File: src/rtl/pc_sequencer.sv
// pc_sequencer -- program-counter sequencer with a return-address stack.
//
// Each rising edge executes one op: sequential step, absolute jump, relative
// branch, branch-to-subroutine (pushes the return address), or return (pops
// it). Stack overflow and underflow raise sticky flags. A push onto a full
// stack is dropped, and a pop from an empty stack falls through to pc+1.
//
// Optional feature (macro PCSEQ_IRQ_EN): level interrupt input `irq` and an
// internal enable bit. A taken interrupt pushes the current pc, jumps to
// IRQ_VECTOR and disables further interrupts. RETI re-enables them.
//
// Ports:
//   clk        rising-edge clock
//   nreset     asynchronous active-low reset
//   stall      holds all state and ignores op/cond/irq/clr_flags
//   op[2:0]    0 NEXT, 1 JMP, 2 BRA, 3 BSR, 4 RET, 5 RETI, 6-7 NEXT
//   cond       take condition for JMP/BRA/BSR
//   target     absolute address (JMP) or two's-complement offset (BRA/BSR)
//   clr_flags  clears the sticky flags (a same-cycle setting event wins)
//   irq        interrupt request level (PCSEQ_IRQ_EN only)
//   pc         registered program counter
//   sp         number of valid stack entries
//   stack_ovf  sticky push-while-full flag
//   stack_unf  sticky pop-while-empty flag
module pc_sequencer #(
  parameter int PC_W        = 11,
  parameter int STACK_DEPTH = 4,
  parameter int RESET_PC    = 0,
  parameter int IRQ_VECTOR  = 1
) (
  input  logic                             clk,
  input  logic                             nreset,
  input  logic                             stall,
  input  logic [2:0]                       op,
  input  logic                             cond,
  input  logic [PC_W-1:0]                  target,
  input  logic                             clr_flags,
`ifdef PCSEQ_IRQ_EN
  input  logic                             irq,
`endif
  output logic [PC_W-1:0]                  pc,
  output logic [$clog2(STACK_DEPTH+1)-1:0] sp,
  output logic                             stack_ovf,
  output logic                             stack_unf
);

  localparam int SP_W  = $clog2(STACK_DEPTH + 1);
  localparam int IDX_W = (STACK_DEPTH > 1) ? $clog2(STACK_DEPTH) : 1;

  localparam logic [2:0] OP_NEXT = 3'd0;
  localparam logic [2:0] OP_JMP  = 3'd1;
  localparam logic [2:0] OP_BRA  = 3'd2;
  localparam logic [2:0] OP_BSR  = 3'd3;
  localparam logic [2:0] OP_RET  = 3'd4;
  localparam logic [2:0] OP_RETI = 3'd5;

  localparam logic [PC_W-1:0] PC_ONE   = PC_W'(1);
  localparam logic [PC_W-1:0] PC_RESET = PC_W'(RESET_PC);
  localparam logic [PC_W-1:0] PC_IRQ   = PC_W'(IRQ_VECTOR);
  localparam logic [SP_W-1:0] SP_ONE   = SP_W'(1);
  localparam logic [SP_W-1:0] SP_ZERO  = SP_W'(0);
  localparam logic [SP_W-1:0] SP_FULL  = SP_W'(STACK_DEPTH);

  logic [PC_W-1:0] pc_r;
  logic [SP_W-1:0] sp_r;
  logic            ovf_r;
  logic            unf_r;
  logic [PC_W-1:0] stack_r [STACK_DEPTH];

  logic [PC_W-1:0] pc_inc_s;
  logic [PC_W-1:0] pc_rel_s;
  logic [SP_W-1:0] sp_dec_s;
  logic [PC_W-1:0] top_s;
  logic            full_s;
  logic            empty_s;
  logic            irq_take_s;

  logic [PC_W-1:0] pc_nxt_s;
  logic [SP_W-1:0] sp_nxt_s;
  logic            push_en_s;
  logic [PC_W-1:0] push_data_s;
  logic            ovf_set_s;
  logic            unf_set_s;
  logic            ovf_nxt_s;
  logic            unf_nxt_s;

  assign pc_inc_s = pc_r + PC_ONE;
  assign pc_rel_s = pc_r + target;
  assign sp_dec_s = sp_r - SP_ONE;
  assign top_s    = stack_r[sp_dec_s[IDX_W-1:0]];
  assign full_s   = (sp_r == SP_FULL);
  assign empty_s  = (sp_r == SP_ZERO);

`ifdef PCSEQ_IRQ_EN
  logic ie_r;
  logic ie_nxt_s;

  // Interrupts are held off while the stack is full so no return address is lost.
  assign irq_take_s = irq & ie_r & ~full_s & ~stall;

  // Enable bit: cleared on interrupt entry, set by any RETI (even on underflow).
  always_comb begin
    ie_nxt_s = ie_r;
    if (stall) begin
      ie_nxt_s = ie_r;
    end else if (irq_take_s) begin
      ie_nxt_s = 1'b0;
    end else if (op == OP_RETI) begin
      ie_nxt_s = 1'b1;
    end else begin
      ie_nxt_s = ie_r;
    end
  end

  // Interrupt enable register.
  always_ff @(posedge clk or negedge nreset) begin
    if (!nreset) begin
      ie_r <= 1'b1;
    end else begin
      ie_r <= ie_nxt_s;
    end
  end
`else
  assign irq_take_s = 1'b0;
`endif

  // Next-state decode for pc, sp and stack push/pop.
  always_comb begin
    pc_nxt_s    = pc_r;
    sp_nxt_s    = sp_r;
    push_en_s   = 1'b0;
    push_data_s = pc_inc_s;
    ovf_set_s   = 1'b0;
    unf_set_s   = 1'b0;
    if (stall) begin
      pc_nxt_s = pc_r;
    end else if (irq_take_s) begin
      // The interrupted instruction is not executed, so its own pc is saved.
      push_en_s   = 1'b1;
      push_data_s = pc_r;
      sp_nxt_s    = sp_r + SP_ONE;
      pc_nxt_s    = PC_IRQ;
    end else begin
      pc_nxt_s = pc_inc_s;
      case (op)
        OP_NEXT: pc_nxt_s = pc_inc_s;
        OP_JMP: begin
          if (cond) pc_nxt_s = target;
          else      pc_nxt_s = pc_inc_s;
        end
        OP_BRA: begin
          if (cond) pc_nxt_s = pc_rel_s;
          else      pc_nxt_s = pc_inc_s;
        end
        OP_BSR: begin
          if (cond && !full_s) begin
            push_en_s = 1'b1;
            sp_nxt_s  = sp_r + SP_ONE;
            pc_nxt_s  = pc_rel_s;
          end else if (cond) begin
            ovf_set_s = 1'b1;
            pc_nxt_s  = pc_inc_s;
          end else begin
            pc_nxt_s = pc_inc_s;
          end
        end
        OP_RET, OP_RETI: begin
          if (!empty_s) begin
            sp_nxt_s = sp_dec_s;
            pc_nxt_s = top_s;
          end else begin
            unf_set_s = 1'b1;
            pc_nxt_s  = pc_inc_s;
          end
        end
        default: pc_nxt_s = pc_inc_s;
      endcase
    end
  end

  // Sticky flags: a same-cycle setting event overrides clr_flags.
  always_comb begin
    ovf_nxt_s = ovf_r;
    unf_nxt_s = unf_r;
    if (stall) begin
      ovf_nxt_s = ovf_r;
      unf_nxt_s = unf_r;
    end else begin
      ovf_nxt_s = (ovf_r & ~clr_flags) | ovf_set_s;
      unf_nxt_s = (unf_r & ~clr_flags) | unf_set_s;
    end
  end

  // Architectural state registers.
  always_ff @(posedge clk or negedge nreset) begin
    if (!nreset) begin
      pc_r  <= PC_RESET;
      sp_r  <= SP_ZERO;
      ovf_r <= 1'b0;
      unf_r <= 1'b0;
    end else begin
      pc_r  <= pc_nxt_s;
      sp_r  <= sp_nxt_s;
      ovf_r <= ovf_nxt_s;
      unf_r <= unf_nxt_s;
    end
  end

  // Return-address storage; entries at or above sp are don't-care, so no reset.
  always_ff @(posedge clk) begin
    if (push_en_s) begin
      stack_r[sp_r[IDX_W-1:0]] <= push_data_s;
    end
  end

  assign pc        = pc_r;
  assign sp        = sp_r;
  assign stack_ovf = ovf_r;
  assign stack_unf = unf_r;

endmodule
File: config.mk
export PLATFORM = sky130hd
export DESIGN_NAME = pc_sequencer
export DESIGN_NICKNAME = d
export VERILOG_FILES = /design/src/rtl/pc_sequencer.sv
export SDC_FILE = /design/constraint.sdc
export NUM_CORES = 1
export LEC_CHECK = 0
export CAP_MARGIN = 40
export CORE_AREA = 5 5 96 98
export DETAILED_ROUTE_END_ITERATION = 10
export DIE_AREA = 0 0 101 103
export HOLD_SLACK_MARGIN = 0.12
export MAX_ROUTING_LAYER = met4
export PLACE_DENSITY = 0.66
export SYNTH_ARGS = -nofsm -noshare
export SYNTH_HDL_FRONTEND = slang
export SYNTH_SLANG_ARGS = --single-unit
File: constraint.sdc
create_clock -name clk -period 2.2 [get_ports clk]
set_input_delay 0.33 -clock clk [delete_from_list [all_inputs] [get_ports clk]]
set_output_delay 0.33 -clock clk [all_outputs]
set_load 0.02 [all_outputs]
**After elaboration in Yosys (flattened, before gate mapping)**

Memories as Yosys holds them, arrays and structs flattened.
Cells that the tools add are included.

- Add/subtract/negate cells: 4
- Mux-type cells: 20
- Reductions and logical operators: 6
- Bitwise logic cells: 6
- Eq/ne operators: 8

Operator list:

| cell | number |
|---|---|
| 2-to-1 mux 11 bit | 4 |
| case mux 11 bit (4 select lines) | 1 |
| 2-to-1 mux 1 bit | 12 |
| adder 11 x 1 -> 11 bit, second input constant | 1 |
| adder 11 bit | 1 |
| == test 3 bit, second input constant | 3 |
| == test 3 x 2 -> 1 bit, second input constant | 2 |
| 2-to-1 mux 3 bit | 2 |
| case mux 3 bit (2 select lines) | 1 |
| != test 2 bit, second input constant | 2 |
| AND reduction 4 bit | 1 |
| adder 3 x 1 -> 3 bit, second input constant | 1 |
| == test 3 x 1 -> 1 bit, second input constant | 1 |
| zero test 3 bit | 1 |
| subtractor 3 x 1 -> 3 bit, second input constant | 1 |
| AND 1 bit | 2 |
| inverter 1 bit | 2 |
| OR 1 bit | 2 |
| nonzero test 2 bit | 1 |
| OR reduction 2 bit | 1 |
| logical AND 1 bit | 1 |
| zero test 1 bit | 1 |

- Logic and storage cells: 49
- Output and inout port bits: 16
- Bits in writable memories: 44
- Input bits: 19
- Register bits: 16
- Memories kept: 1

Memories:

| name | words | bits a word | read ports | clocked after Yosys merged registers in | write ports | RTL line | text |
|---|---|---|---|---|---|---|---|
| stack_r | 4 | 11 | 1 | 0 | 1 | 68 | `logic [PC_W-1:0] stack_r [STACK_DEPTH];` |

**Longest topological paths before layout**

- Depth after elaboration: 8
- Mapped depth: 10
- Depth with buffers taken out: 9

**Worst setup path after synthesis**

Ideal clock, no wire load.

- Kind: register to register
- From: register sp_r[0] (netlist: sp[0])
- To: register pc_r[9] (netlist: pc[9])
- Setup time: 0.127 ns
- Required time: 2.073 ns
- Buffers on the path: 2
- Arrival: 2.454 ns
- Stages on the path, launching flop included: 9
- Setup slack: -0.381 ns
- Period minus slack after synthesis: 2.581 ns
- Cells stage by stage: dfrtp_1 > buf_6 > inv_1 > ha_1 > buf_1 > mux4_1 > a221o_1 > a22oi_1 > o21ai_1

- Cells in the longest elaborated chain, start to end: 5
- Elaborated cells between the ends (all ways): 9
- Classes of those cells: add/sub: 1; eq/ne: 1; mux: 3; reduce/logical: 3; memory: 1

Ends and longest elaborated chain:

| what | RTL line | text |
|---|---|---|
| from (decl) | 65 | `logic [SP_W-1:0] sp_r;` |
| from (signal assigned) | 203 | `sp_r <= sp_nxt_s;` |
| branches (longest 4 deep; another with memory read (4 x 11 bit)) | -- |  |
| case mux 11 bit (4 select lines) * | 145 | `case (op)` |
| to (signal assigned) | 202 | `pc_r <= pc_nxt_s;` |
| to (decl) | 64 | `logic [PC_W-1:0] pc_r;` |

Mark *: on every way between the ends.
A chain may end at the register's enable or synchronous reset.

**Final worst setup path**

- From: register pc_r[0] (netlist: pc[0])
- To: register pc_r[10] (netlist: pc[10])

- Cells in the longest elaborated chain, start to end: 3
- Elaborated cells between the ends (all ways): 7
- Classes of those cells: add/sub: 2; mux: 5

Ends and longest elaborated chain:

| what | RTL line |
|---|---|
| adder 11 x 1 -> 11 bit or adder 11 bit (tied branches) | 87, 88 |
| 2-to-1 mux 11 bit (on tied branches) | -- |
| case mux 11 bit (4 select lines) * | 145 |

Every way passes the cells marked *; elsewhere a longest branch is shown, timed or not.

==> results.tsv <==
stage	metric	value	unit
routing	Avg WL per Cell	17.6	µm
synth	largest area contributor in the netlist	edfxtp_1	
cells_and_area	proportion of layout cells with a drive suffix above 1	29.5	%
floorplan	I/O pin total	35	
critical_path	Max Fanout on Critical Path	3	
critical_path	WS Path Type	flip-flop to flip-flop	
global_route	vias in the first global route	2923	
floorplan	Initial Utilization	42.8	%
placed_design	Post-DP HPWL	6890	µm
placed_design	Cells after DPL	496	
global_route	grt total ovfl	0	
power	peak supply drop	448	µV
cells_and_area	Antenna Cells	0	
sta	Setup Viol. Count Final	0	
synth	mux contribution to synthesized area	7.29	%
routing	post-route antenna net violation count	0	
power	Leakage	1.90	nW
cells_and_area	Area Growth Syn to Fin	34.1	%
synth	post-synthesis compound-gate area fraction	17.6	%
sta	Clock Skew	13.2	ps
cts	clk_lat worst skew	330	ps
cells_and_area	post-layout util	57.4	%
floorplan	chip width	101	µm
critical_path	reg2reg end	pc[10]	
synth	Synth Area in Adders	6.14	%
cts	CTS Buffer Depth	2	
synth	Ys Warns	0	
routing	Final Routed Wirelength	9020	µm
critical_path	CP Capture Type	flip-flop	
routing	vias per cell	5.58	
critical_path	R2R setup slack	9	ps
cts	CTS tree	done	
critical_path	crit-path max cell delay	510	ps
routing	drt pass-1 iters	4	
synth	largest family of logic cells by synthesized area	compound AO/OA/AOI/OAI gates	
critical_path	worst path cell trace	ha_4 > inv_2 > fa_2 > nand2b_4 > a211oi_2 > buf_4 > or4_4 > a31oi_1 > o21ai_1 > o21a_1	
synth	Area contributors post-synth	edfxtp_1, dfrtp_1, mux4_2, ha_1, a21oi_1	
sta	crit path time final	2190	ps
synth	Post-Synth Simple-Gate Area	12.1	%
global_route	GRT Overall Usage	19.0	%
synth	Post-Syn Nets	339	
synth	Post-synth ARST share	26.7	%
sta	Hold Violations, Final	0	
synth	Synth cell types	64	
synth	Synth top cells by count	edfxtp_1, a21oi_1, nand2_1, dfrtp_1, ha_1	
critical_path	Worst Setup SP	pc[0]	
placed_design	GPL Wtd Cong	0.841	
critical_path	Req. time, crit path	2430	ps
global_route	largest net degree at the start of global routing	26	
synth	Post-synth EDFFs	44	
routing	via count	2857	
cts	clock transition at the registers of the reported paths	80	ps
critical_path	Worst Reg2Reg Path Length in Cells	10	
synth	Post-Synth XOR/XNOR Area	4.39	%
job	max cap viols	0	
placed_design	PortBufs	34	
synth	Yosys reg bits	60	
floorplan	Rows	34	
floorplan	height of the chip	103	µm
routing	# DRC	0	
synth	Mapped Cells	303	
sta	RSZ-0062 raised after global routing	true	
critical_path	Reg-to-Reg Start	pc[0]	
power	PwrDens	1220	nW/µm²
synth	most common cell in the netlist	edfxtp_1	
cells_and_area	fillers	704	
synth	Main synth FF type	edfxtp_1	
outcome	status	complete, no violations	
synth	post-synthesis area per instance	11.8	µm²
critical_path	CP max stage cell	or4_4	
floorplan	CORE AREA	8380	µm²
synth	post-synthesis sequential area ratio	48.0	%
sta	Max Slew Vio Count	0	
cells_and_area	Total Nets Final	435	
critical_path	CP endpoint	pc[10]	
global_route	initial antenna violation count	0	
cts	H-tree levels	3	
cells_and_area	non-filler cells, final	512	
floorplan	Die ar.	10400	µm²
min_path	Hold/Removal Path Class	input pin to async pin	
critical_path	Arrival @ worst endpoint	2420	ps
critical_path	Worst setup SP type	flip-flop	
sta	Final Cycle Share	99.6	%
routing	DR iter-0 viols	148	
sta	Max Clk Rate	456	MHz
cts	CTS Buf Count	9	
cts	CTS Root Cell	clkbuf_8	
synth	Synth Cell Area	3590	µm²
sta	Worst Tran Pin Value	562	ps
sta	Slew HR	62.3	%
global_route	first-pass GRT wire length	14700	µm
cts	CTS sink cnt	60	
synth	top-area cell type share of the netlist area	36.8	%
-- final cells by class --
cell class	count	area, µm²	share of cell area (%)
multi-input combinational	213	1790	37.2
timing repair buffer	100	906	18.8
clock buffer	9	124	2.58
clock inverter	7	75.1	1.56
inverter	15	56.3	1.17
sequential	60	1720	35.8
tap	108	135	2.81
-- report_power, final --
group	leakage [nW]	internal, mW	total, mW	switching, mW
registers	0.585	1.51	1.64	0.134
logic	1.22	1.57	3.22	1.65
clock network	0.0918	0.526	0.993	0.467
-- per-layer routing --
layer | GRT usage, % | share of wire (%)
met1 | 23.3 | 43
met2 | 31.4 | 49
met3 | 3.72 | 5.3
met4 | 6.65 | 2.9
met5 | - | 0
-- worst min-delay path by stage --
stage / startpoint / to / slack [ps]
after floorplan: nreset / pc[0] / 30
after global placement: stack_unf / stack_unf / 470
after detailed placement: stack_unf / stack_unf / 480
after CTS: nreset / sp[1] / 320
after global routing: nreset / sp[1] / 340
final: nreset / stack_unf / 310
-- registers in the layout, summed over array words and instances, names as in the netlist --
register / count
pc: 11
stack_unf: 1
stack_r: 44
sp: 3
stack_ovf: 1
-- layout by cell type (no fill, tap or decap), types with 3 or more instances in the layout --
cell	instances
nand2b_4	3
o21ai_0	7
mux4_2	10
xor2_1	6
edfxtp_1	44
o211ai_1	4
nand2b_1	3
dlymetal6s2s_1	3
nand3_1	8
buf_4	61
a221oi_1	4
and3_1	4
ha_1	13
nand2_1	20
clkinvlp_4	3
xnor2_1	12
a221o_1	3
clkdlybuf4s50_1	31
clkbuf_8	9
buf_12	5
o21bai_1	4
nand4_1	6
nor2_1	8
a31oi_1	3
a21oi_1	22
o21ai_1	3
dfrtp_1	14
ha_4	3
nor3_1	7
a22o_1	3
inv_1	14
and2_1	7
a21o_1	7
-- worst max-delay path, delay by kind of cell (launching register included) --
family          cells  cell delay [ps]
compound gates      4              420
simple gates        2              640
fa+ha+maj           2              370
flops               1              440
buf+inv             2              210
-- per-stage QoR --
stage,cell area [µm²],hold WS (ps),total power [mW],worst slack [ps],TNS (ps)
CTS,4770,318,5.79,2.10,0
global route,4810,337,6.22,-34.6,-50.0
finish,4810,314,5.85,9.37,0
detailed placement,4530,479,4.74,-458,-2300
global placement,4530,474,4.69,-387,-1980
floorplan,3610,34.4,3.54,-29.4,-29.4
-- logic make-up after synthesis --
group / Yosys count
flops: 60
simple gates: 79
buf+inv: 30
mux: 12
fa+ha+maj: 17
compound gates: 87
xor+xnor: 18
-- what timing repair did --
| item | 4_1_cts | 5_1_grt |
|---|---|---|
| pin swaps | 3 | 5 |
| setup endpoints to repair | 3 | 6 |
| hold buffers | 0 | 0 |
| gates resized for setup | 8 | 10 |
| setup buffers | 0 | 0 |
(Power assumes the default switching activity.)
